**src/rtl/eq_compare_seq.sv**
```systemverilog
// Push-button equality comparator front end: synchronises and debounces two
// buttons, sequences capture of operand A then B, and registers the result.
module eq_compare_seq #(
   parameter int WIDTH     = 4,
   parameter int DB_CYCLES = 4
) (
   input  logic             clk,
   input  logic             rst_n,
   input  logic [WIDTH-1:0] in,
   input  logic             push1,
   input  logic             push2,
   output logic             eq,
   output logic             eq_valid,
   output logic             a_loaded,
   output logic             seq_err,
   output logic [1:0]       dbg_state,
   output logic [WIDTH-1:0] dbg_reg_a,
   output logic [WIDTH-1:0] dbg_reg_b
);

   localparam int CW = (DB_CYCLES > 1) ? $clog2(DB_CYCLES) : 1;
   localparam logic [CW-1:0] CNT_LAST = CW'(DB_CYCLES - 1);

   localparam logic [1:0] IDLE     = 2'd0;
   localparam logic [1:0] A_LOADED = 2'd1;
   localparam logic [1:0] DONE     = 2'd2;

   // Bit 0 carries push1, bit 1 carries push2 through the whole front end.
   logic [1:0]         raw;
   logic [1:0]         sync0;
   logic [1:0]         sync1;
   logic [1:0]         db;
   logic [1:0]         db_d;
   logic [1:0][CW-1:0] cnt;
   logic [1:0]         press;
   logic               p1;
   logic               p2;

   logic [1:0]         state;
   logic [WIDTH-1:0]   reg_a;
   logic [WIDTH-1:0]   reg_b;

   assign raw = {push2, push1};

   always_ff @(posedge clk or negedge rst_n) begin
      if (!rst_n) begin
         sync0 <= '0;
         sync1 <= '0;
         db    <= '0;
         db_d  <= '0;
         cnt   <= '0;
      end else begin
         sync0 <= raw;
         sync1 <= sync0;
         db_d  <= db;
         for (int i = 0; i < 2; i++) begin
            // Accept a new level only after DB_CYCLES consecutive differing samples.
            if (sync1[i] != db[i]) begin
               if (cnt[i] == CNT_LAST) begin
                  db[i]  <= sync1[i];
                  cnt[i] <= '0;
               end else begin
                  cnt[i] <= cnt[i] + CW'(1);
               end
            end else begin
               cnt[i] <= '0;
            end
         end
      end
   end

   assign press = db & ~db_d;
   assign p1    = press[0];
   assign p2    = press[1];

   always_ff @(posedge clk or negedge rst_n) begin
      if (!rst_n) begin
         state    <= IDLE;
         reg_a    <= '0;
         reg_b    <= '0;
         eq       <= 1'b0;
         eq_valid <= 1'b0;
         seq_err  <= 1'b0;
      end else begin
         seq_err <= 1'b0;
         case (state)
            IDLE: begin
               if (p1) begin
                  reg_a <= in;
                  state <= A_LOADED;
               end
               // With no A held, any B press is rejected, alone or alongside p1.
               if (p2) seq_err <= 1'b1;
            end
            A_LOADED: begin
               if (p1) begin
                  reg_a <= in;
               end else if (p2) begin
                  reg_b    <= in;
                  eq       <= (in == reg_a);
                  eq_valid <= 1'b1;
                  state    <= DONE;
               end
               if (p1 && p2) seq_err <= 1'b1;
            end
            DONE: begin
               if (p1) begin
                  reg_a    <= in;
                  eq_valid <= 1'b0;
                  state    <= A_LOADED;
               end else if (p2) begin
                  reg_b <= in;
                  eq    <= (in == reg_a);
               end
               if (p1 && p2) seq_err <= 1'b1;
            end
            default: begin
               state <= IDLE;
            end
         endcase
      end
   end

   assign a_loaded  = (state == A_LOADED) || (state == DONE);
   assign dbg_state = state;
   assign dbg_reg_a = reg_a;
   assign dbg_reg_b = reg_b;

endmodule

```
**config.mk**
```make
export PLATFORM = sky130hd
export DESIGN_NAME = eq_compare_seq
export DESIGN_NICKNAME = d
export VERILOG_FILES = /design/src/rtl/eq_compare_seq.sv
export SDC_FILE = /design/constraint.sdc
export NUM_CORES = 1
export LEC_CHECK = 0
export CORE_MARGIN = 10
export CORE_UTILIZATION = 45
export CTS_CLUSTER_DIAMETER = 200
export CTS_CLUSTER_SIZE = 8
export DETAILED_ROUTE_END_ITERATION = 7
export PLACE_DENSITY = 0.77
export SYNTH_ARGS = -nofsm -noshare
export SYNTH_HDL_FRONTEND = slang
export SYNTH_SLANG_ARGS = --single-unit
```
**constraint.sdc**
```tcl
create_clock -name clk -period 1.9 [get_ports clk]
set_input_delay 0.475 -clock clk [delete_from_list [all_inputs] [get_ports clk]]
set_output_delay 0.475 -clock clk [all_outputs]
set_load 0.02 [all_outputs]
```
==> results of run 1 <==
final timing paths:
path	to	slack, ns	cells after the start
setup reg to reg	dbg_reg_a[1]	0.47	4
max in group asynchronous	dbg_state[0]	1.17	2
hold / removal	sync1[0]	0.36	0
hold reg to reg	sync1[0]	0.36	0
min in group asynchronous	cnt[2]	0.50	2
setup / recovery	a_loaded	0.08	3
cells in the final DEF (no fill, tap or decap):
master,synthesis,layout
sky130_fd_sc_hd__clkbuf_4,0,3
sky130_fd_sc_hd__mux2_4,5,5
sky130_fd_sc_hd__a211o_1,1,1
sky130_fd_sc_hd__mux2_2,1,1
sky130_fd_sc_hd__nor2_4,1,1
sky130_fd_sc_hd__a21oi_1,2,2
sky130_fd_sc_hd__nand2b_4,1,1
sky130_fd_sc_hd__inv_1,2,2
sky130_fd_sc_hd__a31oi_1,1,1
sky130_fd_sc_hd__nand3_4,1,1
sky130_fd_sc_hd__o21ai_1,1,1
sky130_fd_sc_hd__nand2_1,1,1
sky130_fd_sc_hd__buf_4,0,4
sky130_fd_sc_hd__o21ai_0,1,1
sky130_fd_sc_hd__and2b_1,1,1
sky130_fd_sc_hd__clkdlybuf4s15_1,0,1
sky130_fd_sc_hd__ha_1,6,6
sky130_fd_sc_hd__a2bb2oi_1,1,1
sky130_fd_sc_hd__nor2_1,2,2
sky130_fd_sc_hd__clkdlybuf4s50_1,0,18
sky130_fd_sc_hd__and2b_4,1,1
sky130_fd_sc_hd__nand3_1,1,1
sky130_fd_sc_hd__clkinv_2,0,1
sky130_fd_sc_hd__nor3b_1,1,1
sky130_fd_sc_hd__dlymetal6s2s_1,0,1
sky130_fd_sc_hd__nor4_1,2,2
sky130_fd_sc_hd__nor2b_1,2,2
sky130_fd_sc_hd__xor2_1,4,4
sky130_fd_sc_hd__nor3_1,2,2
sky130_fd_sc_hd__dfrtp_1,25,25
sky130_fd_sc_hd__xnor2_1,2,2
sky130_fd_sc_hd__mux2_1,5,5
sky130_fd_sc_hd__dlygate4sd2_1,0,1
stage by stage:
| stage | instance area, sq um | power, uW | setup slack (ns) | hold WS, ns |
|---|---|---|---|---|
| floorplan | 1066 | 1660 | 0.2533 | 0.1794 |
| global placement | 1341 | 2143 | 0.1476 | 0.3362 |
| detailed placement | 1341 | 2182 | 0.1275 | 0.3387 |
| CTS | 1366 | 2393 | 0.005952 | 0.3681 |
| global route | 1370 | 2541 | 0.009970 | 0.3742 |
| finish | 1370 | 2361 | 0.08380 | 0.3639 |
state kept, by name, summed over array words and instances, names as in the netlist:
register / count
sync0: 2
eq_valid: 1
sync1: 2
dbg_state: 2
eq: 1
cnt: 4
dbg_reg_a: 4
db: 2
db_d: 2
dbg_reg_b: 4
seq_err: 1
worst max-delay path, cell delays in order (launching register included):
cell and delay [ns]:
sky130_fd_sc_hd__dfrtp_1 0.37, sky130_fd_sc_hd__inv_1 0.07, sky130_fd_sc_hd__ha_1 0.29, sky130_fd_sc_hd__clkdlybuf4s15_1 0.30
layout make-up:
class / count / area share
well taps: 28 / 0.02557
multi-input cells: 46 / 0.3160
repair buffers: 25 / 0.1763
flip-flops and latches: 25 / 0.4566
clock inverters: 1 / 0.003653
clock buffers: 3 / 0.01644
inverters: 2 / 0.005479
logic make-up after synthesis:
| logic type | count (synthesis) | synth area share |
|---|---|---|
| flops | 25 | 0.5869 |
| xor+xnor | 6 | 0.04930 |
| compound gates | 7 | 0.04108 |
| simple gates | 16 | 0.1115 |
| buf+inv | 2 | 0.007045 |
| mux | 11 | 0.1338 |
| fa+ha+maj | 6 | 0.07042 |
metal layers:
metal / global-route usage / part of all wire / routed length [um] / vias to the layer above
met5: 0 / 0 / 0 / -
met2: 0.1532 / 0.52 / 965 / 13
li1: - / - / - / 313
met4: 0.03769 / 0.017 / 31 / 0
met1: 0.1027 / 0.41 / 773 / 336
met3: 0.02576 / 0.053 / 100 / 5
power breakdown:
part | internal (uW) | switching, uW | leakage [uW] | total, uW
Combinational | 652 | 600 | 0.000328 | 1250
Clock | 78.7 | 149 | 0.0000177 | 227
Sequential | 745 | 138 | 0.000302 | 882
repair_timing:
action / CTS / global route
setup endpoints to repair: 2 / 2
hold endpoints to repair: 0 / 0
resized for setup: 2 / 2
==> metrics, run 1 <==
last weighted congestion value of the routability-driven placer=0.6672; timing startpoint of the critical path=dbg_state[1]; clock tree from TritonCTS=yes; Hold Vio Cnt, Final=0; synthesized netlist net count=87; number of global-route vias before repair=720; Critical R2R Launch=dbg_state[0]; largest net degree at the start of global routing=26; All-Layer GR Usage=0.08982; number of placement rows=17; Max Cap Violations=0; startpoint type of the worst setup path=flip-flop; Final Max Slew Viols=0; number of DRC violations after detailed routing=0; static leakage=0.0006475 uW; footprint of the multi-input gates=432.9 sq um; number of buffer cells added on primary ports=21; CTS Root Buffer Type=sky130_fd_sc_hd__clkbuf_4; proportion of synthesized chip area in sequential cells=0.5869; total congestion overflow after global routing=0; maximum root-to-sink buffer count=2; remaining max-slew budget at the tightest pin=0.7810; overall die height=68.67 um; transition time of the tightest slew-check pin=0.3256 ns; list of most frequent post-synthesis cells=sky130_fd_sc_hd__dfrtp_1, sky130_fd_sc_hd__ha_1, sky130_fd_sc_hd__mux2_1, sky130_fd_sc_hd__mux2_4, sky130_fd_sc_hd__xor2_1; remaining antenna violation count after routing=0; utilization of the core after routing=0.6134; number of library cell types mapped by synthesis=26; effective utilization at floorplan=0.4773; chip width=68.67 um; worst-skew pair later-pin latency=0.31 ns; element type at the critical path end=primary output; Crit path arrival time=1.34 ns; Clock Skew=0.003585 ns; antenna violations before repair=0; routed vias/inst=5.131; Primary FF master, synth=sky130_fd_sc_hd__dfrtp_1; portion of the clock cycle consumed by the worst path in the final layout=0.9559; number of placed instances with taps included=126; footprint of the flip-flops and latches=625.6 sq um; peak ir drop on the vdd network=904.5 uV; growth of design area from synthesis to finish=28.52%; synthesis warning total=0; post-CTS setup repair buffer count=0; RSZ-0062 raised after global routing=no; detailed router's first-iteration violation count=11; Worst Path Class, Setup=reg2out; number of detailed-route iterations in the first pass=4; final number of setup-violating endpoints=0; total clock sinks=25; final wirelength=1871 um; post-synthesis register bit count=25; count of mapped cells out of synthesis=73; power density of the placed cells=1723 mW/mm^2; min-delay src=sync0[0]; area of the core region=0.002233 sq mm; first-pass GRT wire length=3222 um; outcome=completed; synthesized area per cell=14.60 sq um; HPWL after detailed placement=1492 um; number of antenna diodes=0; share of cells above drive strength 1=0.1765; async set or reset register ratio after synthesis=1.000; Clock Pin Slew Worst Setup and Hold Paths=0.12 ns; worst min-delay path category=reg2reg; total negative setup slack=0 ns; Final Critical Period=1.816 ns; leading post-synthesis cells by cell area=sky130_fd_sc_hd__dfrtp_1, sky130_fd_sc_hd__ha_1, sky130_fd_sc_hd__mux2_4; required time worst endpoint=1.42 ns; hold-fix buffers at CTS=0; via count of the routed design=667; Max Clk Rate=0.5506 GHz; fill count=181; maximum fanout encountered on the critical timing path=3; most frequent cell after synthesis=sky130_fd_sc_hd__dfrtp_1; filler-free cell count of the finished design=130; nets=117; Syn Std Cell Area=0.001066 sq mm; routed length per placed instance=14.39 um; cell accounting for the most synthesized area=sky130_fd_sc_hd__dfrtp_1; number of synthesized flops with an enable pin=0; count of H-tree levels built during CTS=1; area of the die=0.004716 sq mm; area fraction of the dominant cell type after synthesis=0.5869; clock buffers created by TritonCTS=3; Top Ports=22
(Power assumes the default switching activity.)
==> run 2: changes to the inputs <==
Settings changed: CELL_PAD_IN_SITES_DETAIL_PLACEMENT set to 1, CELL_PAD_IN_SITES_GLOBAL_PLACEMENT set to 1, DONT_BUFFER_PORTS set to 1, GPL_TIMING_DRIVEN set to 0, PLACE_DENSITY 0.77 to 0.75.
==> run 2 against run 1 <==
  * Non-clock buffer count shrank 24
  * Combinational power shrank 41%
  * Worst setup slack lost 0.0019 ns
  * Routed wire length grew 2.0%
  * Sequential share of layout area grew 9.3 points
  * Critical path depth shrank 1
  * Sequential cell count is the same
  * Power shrank 12%
  * First-iteration DRC count grew 140%
  * Largest power group is now sequential cells
==> metrics, run 2 (synthesis gave the netlist of run 1 again) <==
longest individual stage delay on the worst path=0.50 ns (+0.13 ns); clock network fraction of total power=0.112 (+0.016); count of H-tree levels built during CTS=1 (unchanged); maximum fanout encountered on the critical timing path=6 (+3); Switching Share=0.4156 (+0.04042); final number of setup-violating endpoints=0 (unchanged); Top Usage Layer GRT=met2; routed length per placed instance=18.01 um (+25%); post-placement worst setup slack=0.04939 ns (-0.07815 ns); GR Util met1=0.09924 (-0.003450); area of the die=0.004716 sq mm (unchanged); detailed router's first-iteration violation count=26 (+15); Hold Vio Cnt, Final=0 (unchanged); Final Critical Period=1.818 ns (+0.001878 ns); Clock Skew=0.008893 ns (+0.005307 ns); last weighted congestion value of the routability-driven placer=0.8159 (+22%); static leakage=0.0005259 uW (-19%); met3 track demand over resource in global routing=0.02738 (+0.001610); transition time of the tightest slew-check pin=1.074 ns (+0.7481 ns); worst hold margin=0.1693 ns (-0.1946 ns); commonest cells after routing, fill and taps aside=sky130_fd_sc_hd__dfrtp_1, sky130_fd_sc_hd__mux2_4, sky130_fd_sc_hd__mux2_1, sky130_fd_sc_hd__ha_1, sky130_fd_sc_hd__xor2_1; worst-skew pair later-pin latency=0.31 ns (about the same); number of antenna diodes=0 (unchanged); peak ir drop on the vdd network=760.9 uV (-16%); Final Max Slew Viols=0 (unchanged); antenna violations before repair=0 (unchanged); required time worst endpoint=1.42 ns (about the same); Crit path arrival time=1.34 ns (about the same); share of cells above drive strength 1=0.2179 (+0.04148); power share of the sequential group=0.531 (+0.157); startpoint type of the worst setup path=flip-flop; Max Clk Rate=0.5500 GHz (-0.10%); first-pass GRT wire length=3284 um (+1.9%); Top Ports=22 (unchanged); RSZ-0062 raised after global routing=no; worst min-delay path category=in2reg; Max Cap Violations=0 (unchanged); total clock sinks=25 (unchanged); outcome=completed; net switching component of the power=858.8 uW (-3.1%); total congestion overflow after global routing=0 (unchanged); nets=93 (-21%); overall die height=68.67 um (unchanged); maximum root-to-sink buffer count=2 (unchanged); CTS Root Buffer Type=sky130_fd_sc_hd__clkbuf_4; number of DRC violations after detailed routing=0 (unchanged); GRT met2 Usage=0.1624 (+0.009217); final worst slack=0.08192 ns (-0.001878 ns); internal power summed over all cells=1207 uW (-18%); via count of the routed design=570 (-15%); growth of design area from synthesis to finish=7.277%; number of placement rows=17 (unchanged); effective utilization at floorplan=0.4773 (unchanged); number of global-route vias before repair=653 (-9.3%); library cell contributing the largest single delay on the critical path=sky130_fd_sc_hd__dfrtp_2; area of the core region=0.002233 sq mm (unchanged); power density of the placed cells=1807 mW/mm^2 (+4.8%); most common library cell in the layout ignoring fill and taps=sky130_fd_sc_hd__dfrtp_1; Comb pwr share=0.357 (-0.173); clock buffers created by TritonCTS=3 (unchanged); clock tree from TritonCTS=yes; routed vias/inst=5.377 (+4.8%); remaining antenna violation count after routing=0 (unchanged); number of detailed-route iterations in the first pass=4 (unchanged); chip width=68.67 um (unchanged); portion of the clock cycle consumed by the worst path in the final layout=0.9569 (+0.0009884); cell-by-cell trace of the critical path=inv_1 -> ha_2; Clock Pin Slew Worst Setup and Hold Paths=0.14 ns (+0.02 ns); HPWL after detailed placement=1519 um (+1.8%); remaining max-slew budget at the tightest pin=0.2819 (-0.4991); utilization of the core after routing=0.5120 (-0.1014); All-Layer GR Usage=0.09163 (+0.001807); Worst Path Class, Setup=reg2out; element type at the critical path end=primary output; final wirelength=1909 um (+2.0%); total negative setup slack=0 ns (unchanged); number of buffer cells added on primary ports=0 (-100%); largest net degree at the start of global routing=26 (unchanged)
==> run 2: cell types whose count changed in the layout (fill, tap and decap cells not counted), moves of 2 or more <==
cell,before,now
sky130_fd_sc_hd__clkdlybuf4s50_1,18,0
sky130_fd_sc_hd__buf_4,4,0
sky130_fd_sc_hd__dfrtp_1,25,23
sky130_fd_sc_hd__dfrtp_2,0,2
==> run 2: power by group through the flow <==
| stage | Sequential [uW] | Clock [uW] | Combinational (uW) |
|---|---|---|---|
| after global placement | 1100 | 0 | 684 |
| after global routing | 1130 | 267 | 837 |
| after floorplan | 1050 | 0 | 610 |
| after CTS | 1110 | 243 | 759 |
| after detailed placement | 1120 | 0 | 729 |
| final | 1100 | 231 | 739 |
==> run 2: final cells by class <==
class | instances | area [sq um]
clock buffers | 3 | 22.52
clock inverters | 1 | 5.005
fillers | 226 | 1090
inverters | 2 | 7.507
multi-input cells | 46 | 435.4
flip-flops and latches | 25 | 628.1
well taps | 28 | 35.03
repair buffers | 1 | 10.01
==> run 2: layer usage <==
layer | vias to the layer above | share of wire | wire length [um]
met5 | - | 0 | 0
met4 | 0 | 0 | 0
met3 | 0 | 0.093 | 178
met2 | 15 | 0.53 | 1017
met1 | 293 | 0.37 | 713
li1 | 262 | - | -
==> run 2: worst paths after layout <==
kind,start,endpoint,slack [ns],cells past startpoint
setup / recovery,dbg_state[0],a_loaded,0.08,2
hold / removal,push1,sync0[0],0.17,0
setup reg to reg,dbg_state[0],dbg_reg_b[1],0.28,4
hold reg to reg,sync0[1],sync1[1],0.36,0
max in group asynchronous,rst_n,dbg_state[1],0.39,1
min in group asynchronous,rst_n,dbg_reg_b[0],0.79,1
==> run 2: metrics by stage <==
stage / cells / cell area, sq um / total power (uW)
after detailed placement: 101 / 1101 / 1844
after global placement: 101 / 1101 / 1782
after global routing: 106 / 1144 / 2238
after floorplan: 73 / 1066 / 1660
after CTS: 106 / 1144 / 2109
final: 106 / 1144 / 2066
==> run 2: critical path, delay by kind of cell (launching register included) <==
| family | cells | cell delay (ns) |
|---|---|---|
| adders and majority gates | 1 | 0.44 |
| buffers and inverters | 1 | 0.10 |
| DFF | 1 | 0.50 |
==> run 2: what timing repair did <==
| item | CTS | global route |
|---|---|---|
| resized for setup | 3 | 0 |
| setup endpoints to repair | 1 | 0 |
| endpoints found under the hold margin | 25 | 0 |
| hold buffers | 1 | 0 |
| setup buffers | 0 | 0 |
